==> src/rtl/load_store_unit_if.sv <==
// Data-bus bundle between the load/store unit and memory: a single-outstanding
// request/grant channel plus a read-data return.
//
// Handshake: bus_req_o is a valid that is held, with address, enables, write
// flag and data unchanged, until the cycle in which bus_gnt_i is also high.
// That cycle transfers the request. Read data arrives later, as a one-cycle
// bus_rvalid_i pulse carrying bus_rdata_i, at least one cycle after grant.
interface load_store_unit_if;
  logic        bus_req_o;
  logic        bus_we_o;
  logic [31:0] bus_addr_o;
  logic [31:0] bus_wdata_o;
  logic [3:0]  bus_be_o;
  logic        bus_gnt_i;
  logic        bus_rvalid_i;
  logic [31:0] bus_rdata_i;

  modport master (
    output bus_req_o, bus_we_o, bus_addr_o, bus_wdata_o, bus_be_o,
    input  bus_gnt_i, bus_rvalid_i, bus_rdata_i
  );

  modport slave (
    input  bus_req_o, bus_we_o, bus_addr_o, bus_wdata_o, bus_be_o,
    output bus_gnt_i, bus_rvalid_i, bus_rdata_i
  );
endinterface

==> src/rtl/load_store_unit.sv <==
// load_store_unit: stage-3 memory responder. It takes the registered load/store
// controls, runs one access on the data bus, stalls the pipeline until the
// access finishes, and returns the extended load result or an access fault.
// Optional feature: define MISALIGNED_SPLIT_EN to split word-crossing accesses
// into two bus transfers instead of raising a misalignment fault.
module load_store_unit #(
  parameter int unsigned BUS_TIMEOUT = 255
) (
  input  logic              clk,
  input  logic              reset,
  input  logic              rd_en_i,
  input  logic              wr_en_i,
  input  logic [31:0]       addr_i,
  input  logic [31:0]       wdata_i,
  input  logic [2:0]        funct3_i,
  output logic              stall_o,
  output logic [31:0]       rdata_o,
  output logic              rdata_valid_o,
  output logic              err_o,
  output logic [1:0]        err_cause_o,
  output logic [2:0]        dbg_state_o,
  load_store_unit_if.master bus
);

  typedef enum logic [2:0] {
    IDLE  = 3'd0,
    REQ1  = 3'd1,
    WAIT1 = 3'd2,
    REQ2  = 3'd3,
    WAIT2 = 3'd4,
    DONE  = 3'd5
  } state_t;

  state_t      state_q, state_n;
  logic [31:0] cnt_q;
  logic [31:0] addr_q, wdata_q, word0_q;
  logic [2:0]  f3_q;
  logic        we_q;

  // Operands in use: live inputs while IDLE, latched copies afterwards, so the
  // registered bus outputs are identical on entry to REQ1 and while held there.
  logic        idle;
  logic [31:0] a_addr, a_wdata;
  logic [2:0]  a_f3;
  logic        a_we;
  logic [1:0]  off;
  logic        size_w, size_h, uns, misal, split, to_hit, bus_state;
  logic [3:0]  mask, be_lo, be_hi;
  logic [31:0] wd_lo, wd_hi, w0, ld_raw, ld_ext;

  assign idle    = (state_q == IDLE);
  assign a_addr  = idle ? addr_i   : addr_q;
  assign a_wdata = idle ? wdata_i  : wdata_q;
  assign a_f3    = idle ? funct3_i : f3_q;
  assign a_we    = idle ? wr_en_i  : we_q;
  assign off     = a_addr[1:0];

  // funct3: bit 1 set means word (covers the undefined codes), else bit 0 picks half.
  assign size_w = a_f3[1];
  assign size_h = !a_f3[1] && a_f3[0];
  assign uns    = a_f3[2];
  assign mask   = size_w ? 4'hF : (size_h ? 4'h3 : 4'h1);
  assign misal  = (size_h && off[0]) || (size_w && (off != 2'd0));
  assign w0     = (state_q == WAIT1) ? bus.bus_rdata_i : word0_q;

`ifdef MISALIGNED_SPLIT_EN
  logic [31:0] word1_q, w1;
  logic [7:0]  be8;
  logic [63:0] wd64;

  // Shift across an 8-lane window: the upper four lanes belong to the next word.
  assign be8    = {4'b0000, mask} << off;
  assign wd64   = {32'b0, a_wdata} << {off, 3'b000};
  assign be_lo  = be8[3:0];
  assign be_hi  = be8[7:4];
  assign wd_lo  = wd64[31:0];
  assign wd_hi  = wd64[63:32];
  assign split  = |be8[7:4];
  assign w1     = (state_q == WAIT2) ? bus.bus_rdata_i : word1_q;
  assign ld_raw = 32'({w1, w0} >> {off, 3'b000});
`else
  assign be_lo  = mask << off;
  assign be_hi  = 4'h0;
  assign wd_lo  = a_wdata << {off, 3'b000};
  assign wd_hi  = 32'h0;
  assign split  = 1'b0;
  assign ld_raw = w0 >> {off, 3'b000};
`endif

  // Sign- or zero-extend the lane-aligned load data to 32 bits.
  always_comb begin
    ld_ext = ld_raw;
    if (!size_w) begin
      if (size_h) ld_ext = uns ? {16'h0, ld_raw[15:0]} : {{16{ld_raw[15]}}, ld_raw[15:0]};
      else        ld_ext = uns ? {24'h0, ld_raw[7:0]}  : {{24{ld_raw[7]}},  ld_raw[7:0]};
    end
  end

  assign bus_state = (state_q == REQ1) || (state_q == WAIT1) ||
                     (state_q == REQ2) || (state_q == WAIT2);
  assign to_hit    = (BUS_TIMEOUT != 0) && (cnt_q == BUS_TIMEOUT - 1);
  assign stall_o   = reset && ((!idle && state_q != DONE) || (idle && (rd_en_i || wr_en_i)));
  assign dbg_state_o = state_q;

  logic        req_n, hi_n, rvalid_n, err_n;
  logic [1:0]  cause_n;
  logic [31:0] rdata_n;

  // Next state and next values of the registered result/fault outputs.
  always_comb begin
    state_n  = state_q;
    rvalid_n = 1'b0;
    err_n    = 1'b0;
    cause_n  = 2'd0;
    rdata_n  = rdata_o;
    case (state_q)
      IDLE: begin
        if (rd_en_i || wr_en_i) begin
`ifdef MISALIGNED_SPLIT_EN
          state_n = REQ1;
`else
          if (misal) begin
            state_n = DONE;
            err_n   = 1'b1;
            cause_n = a_we ? 2'd1 : 2'd0;
          end else begin
            state_n = REQ1;
          end
`endif
        end
      end
      REQ1: begin
        if (bus.bus_gnt_i) begin
          if (a_we) state_n = split ? REQ2 : DONE;
          else      state_n = WAIT1;
        end else if (to_hit) begin
          state_n = DONE;
          err_n   = 1'b1;
          cause_n = 2'd2;
        end
      end
      WAIT1: begin
        if (bus.bus_rvalid_i) begin
          state_n = split ? REQ2 : DONE;
          if (!split) begin
            rvalid_n = 1'b1;
            rdata_n  = ld_ext;
          end
        end else if (to_hit) begin
          state_n = DONE;
          err_n   = 1'b1;
          cause_n = 2'd2;
        end
      end
`ifdef MISALIGNED_SPLIT_EN
      REQ2: begin
        if (bus.bus_gnt_i) begin
          state_n = a_we ? DONE : WAIT2;
        end else if (to_hit) begin
          state_n = DONE;
          err_n   = 1'b1;
          cause_n = 2'd2;
        end
      end
      WAIT2: begin
        if (bus.bus_rvalid_i) begin
          state_n  = DONE;
          rvalid_n = 1'b1;
          rdata_n  = ld_ext;
        end else if (to_hit) begin
          state_n = DONE;
          err_n   = 1'b1;
          cause_n = 2'd2;
        end
      end
`endif
      DONE:    state_n = IDLE;
      default: state_n = IDLE;
    endcase
  end

  assign req_n = (state_n == REQ1) || (state_n == REQ2);
  assign hi_n  = (state_n == REQ2);

  // State, timeout counter, operand latches and all registered outputs.
  always_ff @(posedge clk or negedge reset) begin
    if (!reset) begin
      state_q         <= IDLE;
      cnt_q           <= 32'd0;
      addr_q          <= 32'd0;
      wdata_q         <= 32'd0;
      f3_q            <= 3'd0;
      we_q            <= 1'b0;
      word0_q         <= 32'd0;
`ifdef MISALIGNED_SPLIT_EN
      word1_q         <= 32'd0;
`endif
      rdata_o         <= 32'd0;
      rdata_valid_o   <= 1'b0;
      err_o           <= 1'b0;
      err_cause_o     <= 2'd0;
      bus.bus_req_o   <= 1'b0;
      bus.bus_we_o    <= 1'b0;
      bus.bus_addr_o  <= 32'd0;
      bus.bus_wdata_o <= 32'd0;
      bus.bus_be_o    <= 4'd0;
    end else begin
      state_q <= state_n;
      cnt_q   <= (bus_state && state_n == state_q) ? cnt_q + 32'd1 : 32'd0;
      if (idle && (rd_en_i || wr_en_i)) begin
        addr_q  <= addr_i;
        wdata_q <= wdata_i;
        f3_q    <= funct3_i;
        we_q    <= wr_en_i;
      end
      if (state_q == WAIT1 && bus.bus_rvalid_i) word0_q <= bus.bus_rdata_i;
`ifdef MISALIGNED_SPLIT_EN
      if (state_q == WAIT2 && bus.bus_rvalid_i) word1_q <= bus.bus_rdata_i;
`endif
      rdata_o         <= rdata_n;
      rdata_valid_o   <= rvalid_n;
      err_o           <= err_n;
      err_cause_o     <= cause_n;
      bus.bus_req_o   <= req_n;
      bus.bus_we_o    <= req_n && a_we;
      bus.bus_addr_o  <= req_n ? ({a_addr[31:2], 2'b00} + (hi_n ? 32'd4 : 32'd0)) : 32'd0;
      bus.bus_be_o    <= req_n ? (hi_n ? be_hi : be_lo) : 4'd0;
      bus.bus_wdata_o <= req_n ? (hi_n ? wd_hi : wd_lo) : 32'd0;
    end
  end

endmodule

==> src/flat_wrapper.sv <==
// flat-port wrapper written by rule: the top's interface ports become plain ports
module load_store_unit_flat 
#(
  parameter int unsigned BUS_TIMEOUT = 255
)
  (clk, reset, rd_en_i, wr_en_i, addr_i, wdata_i, funct3_i, stall_o, rdata_o, rdata_valid_o, err_o, err_cause_o, dbg_state_o, bus_bus_req_o, bus_bus_we_o, bus_bus_addr_o, bus_bus_wdata_o, bus_bus_be_o, bus_bus_gnt_i, bus_bus_rvalid_i, bus_bus_rdata_i);
  load_store_unit_if bus_i ();
  input  logic clk;
  input  logic reset;
  input  logic rd_en_i;
  input  logic wr_en_i;
  input  logic [31:0] addr_i;
  input  logic [31:0] wdata_i;
  input  logic [2:0] funct3_i;
  output logic stall_o;
  output logic [31:0] rdata_o;
  output logic rdata_valid_o;
  output logic err_o;
  output logic [1:0] err_cause_o;
  output logic [2:0] dbg_state_o;
  output wire logic [$bits(bus_i.bus_req_o)-1:0] bus_bus_req_o;
  output wire logic [$bits(bus_i.bus_we_o)-1:0] bus_bus_we_o;
  output wire logic [$bits(bus_i.bus_addr_o)-1:0] bus_bus_addr_o;
  output wire logic [$bits(bus_i.bus_wdata_o)-1:0] bus_bus_wdata_o;
  output wire logic [$bits(bus_i.bus_be_o)-1:0] bus_bus_be_o;
  input wire logic [$bits(bus_i.bus_gnt_i)-1:0] bus_bus_gnt_i;
  input wire logic [$bits(bus_i.bus_rvalid_i)-1:0] bus_bus_rvalid_i;
  input wire logic [$bits(bus_i.bus_rdata_i)-1:0] bus_bus_rdata_i;
  assign bus_bus_req_o = bus_i.bus_req_o;
  assign bus_bus_we_o = bus_i.bus_we_o;
  assign bus_bus_addr_o = bus_i.bus_addr_o;
  assign bus_bus_wdata_o = bus_i.bus_wdata_o;
  assign bus_bus_be_o = bus_i.bus_be_o;
  assign bus_i.bus_gnt_i = bus_bus_gnt_i;
  assign bus_i.bus_rvalid_i = bus_bus_rvalid_i;
  assign bus_i.bus_rdata_i = bus_bus_rdata_i;
  load_store_unit #(.BUS_TIMEOUT(BUS_TIMEOUT)) u_core (.clk(clk), .reset(reset), .rd_en_i(rd_en_i), .wr_en_i(wr_en_i), .addr_i(addr_i), .wdata_i(wdata_i), .funct3_i(funct3_i), .stall_o(stall_o), .rdata_o(rdata_o), .rdata_valid_o(rdata_valid_o), .err_o(err_o), .err_cause_o(err_cause_o), .dbg_state_o(dbg_state_o), .bus(bus_i));
endmodule
==> config.mk <==
export PLATFORM = sky130hd
export DESIGN_NAME = load_store_unit_flat
export DESIGN_NICKNAME = d
export VERILOG_FILES = /design/src/rtl/load_store_unit_if.sv /design/src/rtl/load_store_unit.sv /design/src/flat_wrapper.sv
export SDC_FILE = /design/constraint.sdc
export NUM_CORES = 1
export LEC_CHECK = 0
export ABC_AREA = 1
export CAP_MARGIN = 40
export CELL_PAD_IN_SITES_DETAIL_PLACEMENT = 0
export CELL_PAD_IN_SITES_GLOBAL_PLACEMENT = 1
export CORE_MARGIN = 2
export CORE_UTILIZATION = 39
export CTS_BUF_LIST = sky130_fd_sc_hd__clkbuf_16
export CTS_CLUSTER_SIZE = 25
export DETAILED_ROUTE_END_ITERATION = 6
export PLACE_DENSITY = 0.85
export SKIP_CTS_REPAIR_TIMING = 1
export SYNTH_ARGS = -nofsm -noshare
export SYNTH_HDL_FRONTEND = slang
export SYNTH_SLANG_ARGS = --single-unit
export TNS_END_PERCENT = 20
==> constraint.sdc <==
create_clock -name clk -period 2.46 [get_ports clk]
set_clock_uncertainty 0.2 [all_clocks]
set_input_delay 0.246 -clock clk [delete_from_list [all_inputs] [get_ports clk]]
set_output_delay 0.246 -clock clk [all_outputs]
set_load 0.03 [all_outputs]
==> flow_summary.yaml <==
pwr:
  peakVddDrop_uv: 861
  power.clock.fraction: 0.157
  p_leak_nw: 7.95
  fin_total_pwr_mw: 23.1
  seqPwrFrac: 0.265
  netSwitchingPower_mw: 11.2
  internal_power_mw: 11.9
  power_density_nw_per_um2: 1380
  power_frac_comb: 0.578
  swShare: 0.485
worst_setup_path:
  crit_chain: "nor2_4 > nand2_4 > inv_2 > a21oi_2 > buf_4"
  worstSetupEndpointType: "primary output"
  crit_arrival_ps: 1910
  max_stage_delay_ps: 450
  start_kind: "flip-flop"
  critPathKind: "reg2out"
  cpLargestDelayFamily: "flip-flops"
  required_ps: 2010
  path_max_fanout: 21
  critPathBufInv: 2
  crit_slowest_cell: "dfrtp_1"
global_routing:
  grtUsageMet3: 0.0385
  first_global_vias: 12262
  grt_first_pass_wirelength_mm: 66.4
  grt_use_met2: 0.374
  grt.busiest_layer: "met2"
  grt_overflow: 0
  grt.total_usage: 0.236
  antenna_found_initial: 2
  use_met1: 0.335
  grt_max_degree: 127
logic_synthesis:
  synth-seq-area-share: 0.458
  syn_area_um2: 13100
  synth_top_area_cell: "dfrtp_1"
  synth_area_leaders: "dfrtp_1 46%, nand2_1 18%, o21ai_0 7.4%, nor2_1 5.8%, inv_1 5.2%"
  netlist.area_leader.share: 0.458
  syn_area_per_cell_um2: 7.09
  synth_warnings: 0
  syn_inst: 1840
  synthDistinctLibCells: 36
  yosys_register_bits: 239
layout:
  layout_common_cells: "608 x nand2_1, 239 x dfrtp_1, 210 x clkdlybuf4s50_1, 200 x nor2_1, 192 x o21ai_0"
  area_delta_synth_final_pct: 27.7
  fin_cells: 2499
  design_area_um2: 16700
  fillers: 3289
  drive_gt1_frac: 0.0637
  final_common_cell: "nand2_1"
  fin_nets: 2146
  finish.utilization: 0.509
floorplan:
  die-height_um: 187
  die_width_um: 187
  core_um2: 32800
  fp.dieArea_um2: 35000
  placement_rows: 66
  ioPinCount: 215
  start_util: 0.398
clock_network:
  cts_tree: "done"
  clock_latency_ps: 550
  clk_pin_slew_ps: 60
  htreeDepth: 1
  cts_buffers: 27
  clockBufferDepth: 3
  clock-sinks: 239
  clock-root-buffer: "clkbuf_16"
drt:
  wl_per_cell_um: 16.5
  ant_nets: 0
  drc: 0
  num_vias: 12461
  drt-initial-drc-count: 969
  drt-vias-per-instance: 4.99
  drtPass1Iterations: 5
  wl_mm: 41.3
timing:
  hold_violations: 0
  setup_viol: 0
  slew_headroom: 0.526
  fmax_mhz: 425
  fin_worst_hold_slack_ps: 71.8
  min_period_over_period: 0.956
  layout_min_cycle_time_ps: 2350
  tightest_slew_ps: 711
  slew_viol_final: 0
  fin_ws_ps: 109
  setup-tns-final_ps: 0
placed_design:
  place_ws_ps: 109
  port_buffers: 212
  dp_cells: 2448
  dpl_cell_area_um2: 15800
  hpwlAfterDp_mm: 30.7
  place_congestion: 0.917
hold_path:
  worstHoldPathType: "in2reg"
flow_run:
  cap_violations: 0
status:
  outcome: "completed"
## flip-flops by register name, summed over array words and instances, names as in the netlist
register and cells:
u_core.bus.bus_addr_o 30, u_core.err_cause_o 2, u_core.we_q 1, u_core.bus.bus_we_o 1
u_core.rdata_valid_o 1, u_core.wdata_q 32, u_core.f3_q 3, u_core.bus.bus_req_o 1
u_core.addr_q 32, u_core.rdata_o 32, u_core.dbg_state_o 3, u_core.bus.bus_wdata_o 32
u_core.cnt_q 32, u_core.word0_q 32, u_core.err_o 1, u_core.bus.bus_be_o 4
## worst reg2reg max path: stages (launching register included)
cell and delay (ps):
dfrtp_1 440, nor2_1 160, nand2_2 190, buf_12 220, inv_1 160, nand2_1 120, nand2_1 80, nand2_1 70
nand3_1 90, nand3_1 130, buf_12 180, nand3_1 100, nand2_1 60, inv_1 50
## cells in the mapped netlist (all sizes together)
cell type	number
inv	185
a31oi	2
o211ai	6
o21ai	207
conb	1
buf	44
a21oi	18
nand3	104
nand3b	21
dfrtp	239
clkinv	1
nor2	209
clkbuf	47
xor2	30
nand2	613
or2	25
ha	4
o31ai	1
xnor2	5
o22ai	7
nor3b	1
nor3	56
nand4	14
## cell families after synthesis
family,share of synthesized area
XOR/XNOR,0.0235
flip-flops,0.458
other,0.000287
AO/OA/AOI/OAI,0.0958
buffers and inverters,0.0862
AND/OR/NAND/NOR,0.332
adder cells (fa/ha/maj),0.00383
## final timing paths
| kind | from | end | slack (ps) | cells after the start |
|---|---|---|---|---|
| setup / recovery | u_core.dbg_state_o[0]$_DFF_PN0_ | stall_o | 110 | 5 |
| hold reg to reg | u_core.wdata_q[30]$_DFFE_PN0P_ | u_core.wdata_q[30]$_DFFE_PN0P_ | 270 | 2 |
| max in group asynchronous | reset | u_core.rdata_o[10]$_DFFE_PN0P_ | 1290 | 3 |
| hold / removal | addr_i[28] | u_core.addr_q[28]$_DFFE_PN0P_ | 70 | 3 |
| setup reg to reg | u_core.dbg_state_o[0]$_DFF_PN0_ | u_core.rdata_o[29]$_DFFE_PN0P_ | 140 | 13 |
| min in group asynchronous | reset | u_core.bus.bus_wdata_o[7]$_DFF_PN0_ | 210 | 3 |
## routing by layer
metal / wire (um) / up-vias
li1: - / 6171
met1: 19400 / 5842
met2: 18500 / 384
met3: 2440 / 62
met4: 953 / 2
met5: 13 / -
## area by class of cell
class / count / area [um^2] / area share
Antenna cell: 1 / 2.50 / 0.000150
Inverter: 186 / 701 / 0.0420
Tap cell: 442 / 553 / 0.0332
Sequential cell: 239 / 5980 / 0.359
Clock inverter: 21 / 104 / 0.00623
Timing Repair Buffer: 257 / 2670 / 0.160
Clock buffer: 27 / 676 / 0.0405
Multi-Input combinational cell: 1326 / 5990 / 0.359
## power groups by stage
| stage | clock network (mW) | logic [mW] | registers (mW) |
|---|---|---|---|
| 6_report | 3.62 | 13.3 | 6.13 |
| 5_1_grt | 3.87 | 14.9 | 6.28 |
| 4_1_cts | 3.71 | 13.2 | 6.12 |
| 3_5_place_dp | 0 | 13.2 | 6.16 |
| 3_3_place_gp | 0 | 13.1 | 6.15 |
| 2_1_floorplan | 0 | 7.62 | 7.06 |
(Power assumes the default switching activity.)
